==> src/rtl/fetch_unit_pkg.sv <==
// fetch_unit_pkg -- shared CPU definitions for the fetch stage.
// Holds the program-counter and instruction widths, the opcodes that the
// fetch stage handles itself (jmp, br), the fetch FSM state encoding and
// a wrapping program-counter increment helper.
package fetch_unit_pkg;

    localparam int PC_W    = 4;
    localparam int INSTR_W = 16;

    localparam logic [3:0] OP_JMP = 4'b1000;
    localparam logic [3:0] OP_BR  = 4'b1100;

    // S_ILLEGAL is never entered on purpose; it exists so the recovery
    // path back to S_FETCH has a name.
    typedef enum logic [1:0] {
        S_FETCH   = 2'd0,
        S_ISSUE   = 2'd1,
        S_BRANCH  = 2'd2,
        S_ILLEGAL = 2'd3
    } state_e;

    // Next sequential address; wraps 15 -> 0 through natural overflow.
    function automatic logic [PC_W-1:0] pc_inc(input logic [PC_W-1:0] pc_i);
        return pc_i + {{(PC_W-1){1'b0}}, 1'b1};
    endfunction

endpackage

==> src/rtl/fetch_unit_if.sv <==
// fetch_unit_if -- bundle of the fetch stage's ROM and execute-side signals.
//   pc          : ROM address (fetch unit -> ROM)
//   rom_data    : combinational ROM word at pc (ROM -> fetch unit)
//   instr       : registered issued instruction (fetch unit -> execute)
//   instr_valid : instr holds an instruction for execute
//   instr_ready : execute accepts instr this cycle
//   flag_valid  : execute has retired every accepted instruction
//   zero_flag   : last retired result was zero
//   state_dbg   : current fetch FSM state
//   step        : single-step enable, present only when FETCH_STEP_EN is defined
// master = fetch unit side, slave = ROM/execute side.
interface fetch_unit_if;
    import fetch_unit_pkg::*;

    logic [PC_W-1:0]    pc;
    logic [INSTR_W-1:0] rom_data;
    logic [INSTR_W-1:0] instr;
    logic               instr_valid;
    logic               instr_ready;
    logic               flag_valid;
    logic               zero_flag;
    logic [1:0]         state_dbg;
`ifdef FETCH_STEP_EN
    logic               step;
`endif

    modport master (
        input  rom_data, instr_ready, flag_valid, zero_flag,
`ifdef FETCH_STEP_EN
        input  step,
`endif
        output pc, instr, instr_valid, state_dbg
    );

    modport slave (
        output rom_data, instr_ready, flag_valid, zero_flag,
`ifdef FETCH_STEP_EN
        output step,
`endif
        input  pc, instr, instr_valid, state_dbg
    );

endinterface

==> src/rtl/fetch_decode.sv <==
// fetch_decode -- combinational decode of the control-flow opcodes.
//   word_hi : upper byte of the ROM word ({opcode, target})
//   is_jmp  : opcode is jmp
//   is_br   : opcode is br
//   target  : branch/jump target address field
module fetch_decode
    import fetch_unit_pkg::*;
(
    input  logic [7:0]      word_hi,
    output logic            is_jmp,
    output logic            is_br,
    output logic [PC_W-1:0] target
);

    // Opcode match and target extraction; every other opcode is issued.
    always_comb begin
        is_jmp = 1'b0;
        is_br  = 1'b0;
        target = word_hi[3:0];
        case (word_hi[7:4])
            OP_JMP:  is_jmp = 1'b1;
            OP_BR:   is_br  = 1'b1;
            default: begin
                is_jmp = 1'b0;
                is_br  = 1'b0;
            end
        endcase
    end

endmodule

==> src/rtl/fetch_unit.sv <==
// fetch_unit -- instruction fetch stage with jmp/br handling.
// Fetches from a combinational ROM at pc, resolves jmp in one cycle, holds
// br until execute reports flags, and issues every other opcode to execute
// through a valid/ready handshake.
//   clk  : rising-edge clock
//   rst  : asynchronous active-high reset
//   bus  : fetch_unit_if.master (pc, rom_data, instr, instr_valid,
//          instr_ready, flag_valid, zero_flag, state_dbg[, step])
// Optional: define FETCH_STEP_EN to add bus.step; FETCH then advances only
// on cycles where step=1 (ISSUE and BRANCH are not gated).
module fetch_unit
    import fetch_unit_pkg::*;
(
    input  logic         clk,
    input  logic         rst,
    fetch_unit_if.master bus
);

    state_e             state_q, state_d;
    logic [PC_W-1:0]    pc_q, pc_d;
    logic [PC_W-1:0]    target_q, target_d;
    logic [INSTR_W-1:0] instr_q, instr_d;
    logic               instr_valid_q, instr_valid_d;

    logic               is_jmp_s;
    logic               is_br_s;
    logic [PC_W-1:0]    dec_target_s;
    logic               advance_s;

    fetch_decode u_decode (
        .word_hi (bus.rom_data[INSTR_W-1:INSTR_W-8]),
        .is_jmp  (is_jmp_s),
        .is_br   (is_br_s),
        .target  (dec_target_s)
    );

`ifdef FETCH_STEP_EN
    assign advance_s = bus.step;
`else
    assign advance_s = 1'b1;
`endif

    // Next-state, pc, instruction register and latched branch target.
    always_comb begin
        state_d       = state_q;
        pc_d          = pc_q;
        target_d      = target_q;
        instr_d       = instr_q;
        instr_valid_d = instr_valid_q;
        case (state_q)
            S_FETCH: begin
                // The word at pc is captured every resident cycle, even when
                // it turns out to be jmp/br; instr_valid stays low for those.
                instr_d       = bus.rom_data;
                instr_valid_d = 1'b0;
                if (advance_s) begin
                    if (is_jmp_s) begin
                        pc_d = dec_target_s;
                    end else if (is_br_s) begin
                        target_d = dec_target_s;
                        state_d  = S_BRANCH;
                    end else begin
                        pc_d          = pc_inc(pc_q);
                        instr_valid_d = 1'b1;
                        state_d       = S_ISSUE;
                    end
                end else begin
                    pc_d = pc_q;
                end
            end
            S_ISSUE: begin
                if (instr_valid_q && bus.instr_ready) begin
                    instr_valid_d = 1'b0;
                    state_d       = S_FETCH;
                end else begin
                    instr_valid_d = 1'b1;
                end
            end
            S_BRANCH: begin
                if (bus.flag_valid) begin
                    pc_d    = bus.zero_flag ? target_q : pc_inc(pc_q);
                    state_d = S_FETCH;
                end else begin
                    state_d = S_BRANCH;
                end
            end
            default: begin
                // Unreachable encoding: drop anything pending and refetch.
                instr_valid_d = 1'b0;
                state_d       = S_FETCH;
            end
        endcase
    end

    // State and datapath registers with asynchronous reset.
    always_ff @(posedge clk or posedge rst) begin
        if (rst) begin
            state_q       <= S_FETCH;
            pc_q          <= {PC_W{1'b0}};
            target_q      <= {PC_W{1'b0}};
            instr_q       <= {INSTR_W{1'b0}};
            instr_valid_q <= 1'b0;
        end else begin
            state_q       <= state_d;
            pc_q          <= pc_d;
            target_q      <= target_d;
            instr_q       <= instr_d;
            instr_valid_q <= instr_valid_d;
        end
    end

    assign bus.pc          = pc_q;
    assign bus.instr       = instr_q;
    assign bus.instr_valid = instr_valid_q;
    assign bus.state_dbg   = state_q;

endmodule
==> src/flat_wrapper.sv <==
// flat-port wrapper written by rule: the top's interface ports become plain ports
module fetch_unit_flat import fetch_unit_pkg::*;
  (clk, rst, bus_rom_data, bus_instr_ready, bus_flag_valid, bus_zero_flag, bus_pc, bus_instr, bus_instr_valid, bus_state_dbg);
  fetch_unit_if bus_i ();
  input  logic clk;
  input  logic rst;
  input wire logic [$bits(bus_i.rom_data)-1:0] bus_rom_data;
  input wire logic [$bits(bus_i.instr_ready)-1:0] bus_instr_ready;
  input wire logic [$bits(bus_i.flag_valid)-1:0] bus_flag_valid;
  input wire logic [$bits(bus_i.zero_flag)-1:0] bus_zero_flag;
  output wire logic [$bits(bus_i.pc)-1:0] bus_pc;
  output wire logic [$bits(bus_i.instr)-1:0] bus_instr;
  output wire logic [$bits(bus_i.instr_valid)-1:0] bus_instr_valid;
  output wire logic [$bits(bus_i.state_dbg)-1:0] bus_state_dbg;
  assign bus_i.rom_data = bus_rom_data;
  assign bus_i.instr_ready = bus_instr_ready;
  assign bus_i.flag_valid = bus_flag_valid;
  assign bus_i.zero_flag = bus_zero_flag;
  assign bus_pc = bus_i.pc;
  assign bus_instr = bus_i.instr;
  assign bus_instr_valid = bus_i.instr_valid;
  assign bus_state_dbg = bus_i.state_dbg;
  fetch_unit u_core (.clk(clk), .rst(rst), .bus(bus_i));
endmodule
==> config.mk <==
export PLATFORM = sky130hd
export DESIGN_NAME = fetch_unit_flat
export DESIGN_NICKNAME = d
export VERILOG_FILES = /design/src/rtl/fetch_unit_pkg.sv /design/src/rtl/fetch_unit_if.sv /design/src/rtl/fetch_decode.sv /design/src/rtl/fetch_unit.sv /design/src/flat_wrapper.sv
export SDC_FILE = /design/constraint.sdc
export NUM_CORES = 1
export LEC_CHECK = 0
export ABC_AREA = 0
export CORE_ASPECT_RATIO = 1.5
export CORE_UTILIZATION = 32
export DETAILED_ROUTE_END_ITERATION = 8
export PLACE_DENSITY_LB_ADDON = 0.1
export SYNTH_ARGS = -nofsm -noshare
export SYNTH_HDL_FRONTEND = slang
export SYNTH_HIERARCHICAL = 1
export SYNTH_SLANG_ARGS = --single-unit
==> constraint.sdc <==
create_clock -name clk -period 1.5 [get_ports clk]
set_input_delay 0.15 -clock clk [delete_from_list [all_inputs] [get_ports clk]]
set_output_delay 0.15 -clock clk [all_outputs]
set_load 0.05 [all_outputs]
# ---- Yosys cells after proc, flatten, opt, wreduce, memory -nomap -nowiden
# Cells that the tools add are included.
dict set report word_totals {
  register_bits 27
  latch_bits 0
  mem_bits_rw 0
  romBits 0
  input_bits 21
  elab_cells 37
  mem_count 0
}
dict set report classes {
  add_sub_neg 1
  mul 0
  div_mod_pow 0
  n_lt_le_gt_ge 0
  eq_ne 8
  shift 0
  n_mux 16
  bitwise 1
  n_reduce_logical 6
}
# op count
set op_table {}
lappend op_table {{4-bit two-way mux} 4}
lappend op_table {{4-bit equality test (second input constant)} 2}
lappend op_table {{2-bit two-way mux} 4}
lappend op_table {{4-bit one-hot mux with 2 select lines} 1}
lappend op_table {{2-bit one-hot mux with 3 select lines} 1}
lappend op_table {{3-bit AND reduction} 2}
lappend op_table {{1-bit two-way mux} 5}
lappend op_table {{4-bit by 1-bit adder with 4-bit output (second input constant)} 1}
lappend op_table {{2-bit != test (second input constant)} 2}
lappend op_table {{3-bit by 2-bit != test with 1-bit output (second input constant)} 1}
lappend op_table {{1-bit one-hot mux with 3 select lines} 1}
lappend op_table {{2-bit by 1-bit equality test with 1-bit output (second input constant)} 1}
lappend op_table {{2-bit equality test (second input constant)} 1}
lappend op_table {{2-bit logical NOT} 1}
lappend op_table {{2-bit by 1-bit != test with 1-bit output (second input constant)} 1}
lappend op_table {{2-bit AND reduction} 1}
lappend op_table {{2-bit nonzero test} 1}
lappend op_table {{1-bit logical AND} 1}
lappend op_table {{1-bit inverter} 1}

# ---- Longest topological paths before layout
dict set report depth {
  depth_word 5
  depth_mapped 6
  ltp_nobuf 5
}

# ---- Modules after synthesis
# The synthesis kept the hierarchy.
# module n_inst cells_per_inst area_per_inst_um2
set modules_own_cells {}
lappend modules_own_cells {fetch_unit 1 102 1267.5}
lappend modules_own_cells {fetch_decode 1 6 57.6}

# ---- Least setup slack after synthesis
# No wires, ideal clock.
dict set report synth_path {
  path_type {reg-to-reg}
  from {register u_core.pc_q[0], in the netlist u_core/bus.pc[0]}
  to {register u_core.pc_q[1], in the netlist u_core/bus.pc[1]}
  setup_ns 0.125
  arrival_time_ns 1.574
  required_ns 1.375
  slack_ns -0.199
  stages_incl_launch_ff 6
  n_path_buf 0
  path_cell_list {dfrtp_1 > ha_1 > nor2b_1 > a211oi_1 > a21oi_1 > mux2_4}
}
dict set report synth_between {
  elab_chain_cells 4
  elab_cells_between_ends 6
  cone_classes {add/sub: 1; mux: 5}
}
# item line_no
set synth_lines {}
lappend synth_lines {{from (decl)} fetch_unit.sv:20} ;# logic [PC_W-1:0] pc_q, pc_d;
lappend synth_lines {{from (signal assigned)} fetch_unit.sv:99} ;# pc_q <= {PC_W{1'b0}};
lappend synth_lines {{from (signal assigned)} fetch_unit.sv:105} ;# pc_q <= pc_d;
lappend synth_lines {{4-bit by 1-bit adder with 4-bit output *} fetch_unit_pkg.sv:24} ;# return pc_i + {{(PC_W-1){1'b0}}, 1'b1};
lappend synth_lines {{4-bit two-way mux, on equally long branches} {fetch_unit.sv:81, fetch_unit.sv:59}}
lappend synth_lines {{4-bit two-way mux, on equally long branches} {fetch_unit.sv:80, fetch_unit.sv:57}}
lappend synth_lines {{4-bit one-hot mux with 2 select lines *} fetch_unit.sv:50} ;# case (state_q)
# Every way passes the cells marked *; elsewhere a longest branch is shown, timed or not. The select of a mux whose other input is x is not followed.
# A chain may end at the register's enable or synchronous reset.

# ---- Final worst setup path
dict set report layout_path {
  from {register u_core.state_q[1], in the netlist u_core/bus.state_dbg[1]}
  to {register u_core.pc_q[2], in the netlist u_core/bus.pc[2]}
}
dict set report layout_between {
  elab_chain_cells 3
  elab_cells_between_ends 7
  cone_classes {eq/ne: 3; mux: 1; reduce/logical: 3}
}
# item line_no
set layout_lines {}
lappend layout_lines {{from (decl)} fetch_unit.sv:19} ;# state_e state_q, state_d;
lappend layout_lines {{from (signal assigned)} fetch_unit.sv:104} ;# state_q <= state_d;
lappend layout_lines {{2-bit equality test / 2-bit logical NOT (equally long branches)} fetch_unit.sv:50}
lappend layout_lines {{2-bit != test (no line), or another cell as far along} --}
lappend layout_lines {{3-bit AND reduction (no line)} --}
# Parallel ways exist; a longest one is shown, timed or not.

==> results.toml <==
[outcome]
status = "complete, no violations"

[synthesis]
avgSynthCellArea_sq_um = 12.3
synth_edf_count = 0
synth_seq_cells = 27
yosysMostFrequentCell = "dfrtp_1"
netlist_area_sq_um = 1330
ys_types = 29
synth_common_cells = "27 x dfrtp_1, 19 x mux2_2, 7 x a21oi_1, 7 x o21ai_0, 6 x buf_4"
seq_area_frac_synth_pct = 51.0
synthDominantCellAreaShare_pct = 51.0
yosys_warnings = 6
ys_async_sr_fraction_pct = 100
yosysTopAreaCell = "dfrtp_1"
syn_nets = 130
synth_area_leaders = "dfrtp_1 51%, mux2_2 16%, buf_4 3.4%, a21oi_1 2.6%, o21ai_0 2.6%"
synth_ff_type = "dfrtp_1"
syn-instance-count = 108

[worst_setup_path]
r2r-end = "u_core/bus.pc[2]"
required_ns = 1.70
crit_path_end_kind = "flop"
cp-startpoint = "u_core/bus.state_dbg[1]"
path_class = "reg -> reg"
ff2ff_path_depth = 6
r2r_start = "u_core/bus.state_dbg[1]"
critical_path.max_fanout = 7
critPathArrivalTime_ns = 1.60
ff2ff_setup_slack_ns = 0.09
worstSetupStartpointType = "flop"

[worst_hold_path]
hp-class = "in -> reg"
holdPathStages = 2
hold_path.startpoint = "bus_rom_data[15]"
hold_end = "u_core/bus.instr[15]"

[pwr]
power.density_nw_per_um2 = 2360
power_mw = 4.58
leakage_nw = 0.850
vdd_ir_drop_max_v = 0.00148

[floorplanning]
dieHeight_um = 80.8
pin_count = 44
start_util_pct = 33.5
dieArea_sq_um = 4410
core_sq_um = 3960
std_cell_rows = 28
fp.dieW_um = 54.5

[route]
dr.pass1.iters = 4
wl_per_cell_um = 13.2
final_antenna_net_count = 0
dr_wl_met2_mm = 1.50
highest_layer = "met4"
drtIter0Drc = 19
vias = 1029
finalWirelength_mm = 2.75
viasPerCell = 4.95
route.met3.wl_um = 151
remaining_drc_errors = 0
m1WireLength_mm = 1.02

[clock_tree]
clockBufferDepth = 2
cts_root_buf = "clkbuf_8"
cts_sinks = 27
cts_tree = "built"
clk_pin_slew_ns = 0.10
insertion_delay_ns = 0.27
cts_buffers = 3
htree_levels = 1

[global_routing]
grt_usage_pct = 14.5
grt_pass1_wl_mm = 4.63
grt_pass1_vias = 1094
antenna_found_initial = 0
grt_max_degree = 28
overflow = 0

[place]
dpl_cell_area_sq_um = 1830
gp_congestion = 0.845
post-dp-hpwl_mm = 2.06
port_buffers = 43

[timing]
worst_pin_slew_ns = 0.348
finalSetupViolCount = 0
max_freq_mhz = 712
fin_crit_sh_pct = 93.7
slew-limit-headroom_pct = 76.8
clock_skew_ns = 0.00395
slew_viol_final = 0
final.min_clock_period_ns = 1.41
hold_violations = 0
worst_hold_slack_ns = 0.200
rsz0062_at_grt = "false"

[finish]
drive_above_1_share_pct = 45.4
n_antenna_cell = 0
area_delta_synth_final_pct = 46.3
fin_util_pct = 49.0
nNetsFinal = 186
fin_area_sq_um = 1940

[run]
drv_cap = 0
## sequential cells by signal, summed over array words and instances, names as in the netlist
name,flops
u_core/bus.instr,16
u_core/bus.pc,4
u_core/bus.instr_valid,1
u_core/bus.state_dbg,2
u_core/target_q,4
## logic make-up after synthesis
group,count (synthesis),synth area share (%)
xor+xnor,2,1.32
buf+inv,13,6.52
mux,21,18.0
fa+ha+maj,1,0.944
flops,27,51.0
compound gates,19,8.22
simple gates,25,14.0
## timing repair
| item | in CTS | in global routing |
|---|---|---|
| pin swaps | 2 | 2 |
| resized for setup | 6 | 1 |
| endpoints found under the setup margin | 7 | 8 |
| buffers inserted | 3 | 3 |
| hold buffers | 0 | 0 |
## critical path, cell delays in order, from the launching register on
cell     delay, ns
dfrtp_2       0.50
nor2b_1       0.20
nor3_4        0.22
buf_6         0.15
buf_4         0.10
nor2_1        0.03
a31oi_1       0.14
## stage by stage
step / instances / setup slack, ns / setup TNS, ns
floorplan: 108 / -0.0185 / -0.0690
global placement: 198 / -0.366 / -2.51
detailed placement: 198 / -0.410 / -2.73
CTS: 205 / 0.0235 / 0
global route: 208 / 0.0450 / 0
finish: 208 / 0.0947 / 0
## power by group
part           switching [mW]  internal, mW
clock                   0.231         0.186
combinational            1.65          1.16
sequential              0.259          1.09
## how the worst max path moves through the flow
| stage | end | slack, ns | cells past startpoint |
|---|---|---|---|
| floorplan | u_core/target_q[0] | -0.02 | 3 |
| detailed placement | u_core/bus.pc[1] | -0.41 | 7 |
| finish | u_core/bus.pc[2] | 0.09 | 6 |
| CTS | u_core/target_q[1] | 0.02 | 4 |
| global placement | u_core/bus.pc[1] | -0.37 | 7 |
| global route | u_core/bus.pc[3] | 0.04 | 5 |
## layout make-up
type,count,area [sq um]
Multi-Input combinational cell,68,591
Tap cell,45,56.3
Clock buffer,3,41.3
Fill cell,378,2020
Timing Repair Buffer,59,546
Inverter,5,18.8
Sequential cell,27,681
Clock inverter,1,5.00
## routing by layer
layer | global-route usage [%] | up-vias
li1 | - | 487
met1 | 15.4 | 496
met2 | 25.0 | 38
met3 | 3.37 | 8
met4 | 8.21 | 0
met5 | 0 | -
## cell usage in the layout, fill, tap and decap left out, types with 2 or more instances in the layout
| cell | Yosys | routed |
|---|---|---|
| a21oi_1 | 7 | 7 |
| nor4b_4 | 1 | 2 |
| dfrtp_2 | 0 | 4 |
| nand3_1 | 2 | 2 |
| nand2b_1 | 3 | 3 |
| buf_12 | 0 | 4 |
| dlygate4sd2_1 | 0 | 3 |
| clkdlybuf4s50_1 | 0 | 16 |
| o21ai_0 | 7 | 7 |
| nand2_1 | 5 | 5 |
| buf_4 | 6 | 34 |
| o2111ai_1 | 2 | 2 |
| mux2_2 | 19 | 19 |
| dfrtp_1 | 27 | 23 |
| nor2b_1 | 3 | 3 |
| clkbuf_8 | 0 | 3 |
| nor2_1 | 4 | 4 |
| inv_1 | 5 | 5 |
No activity file was read; power rests on OpenSTA's default activity.
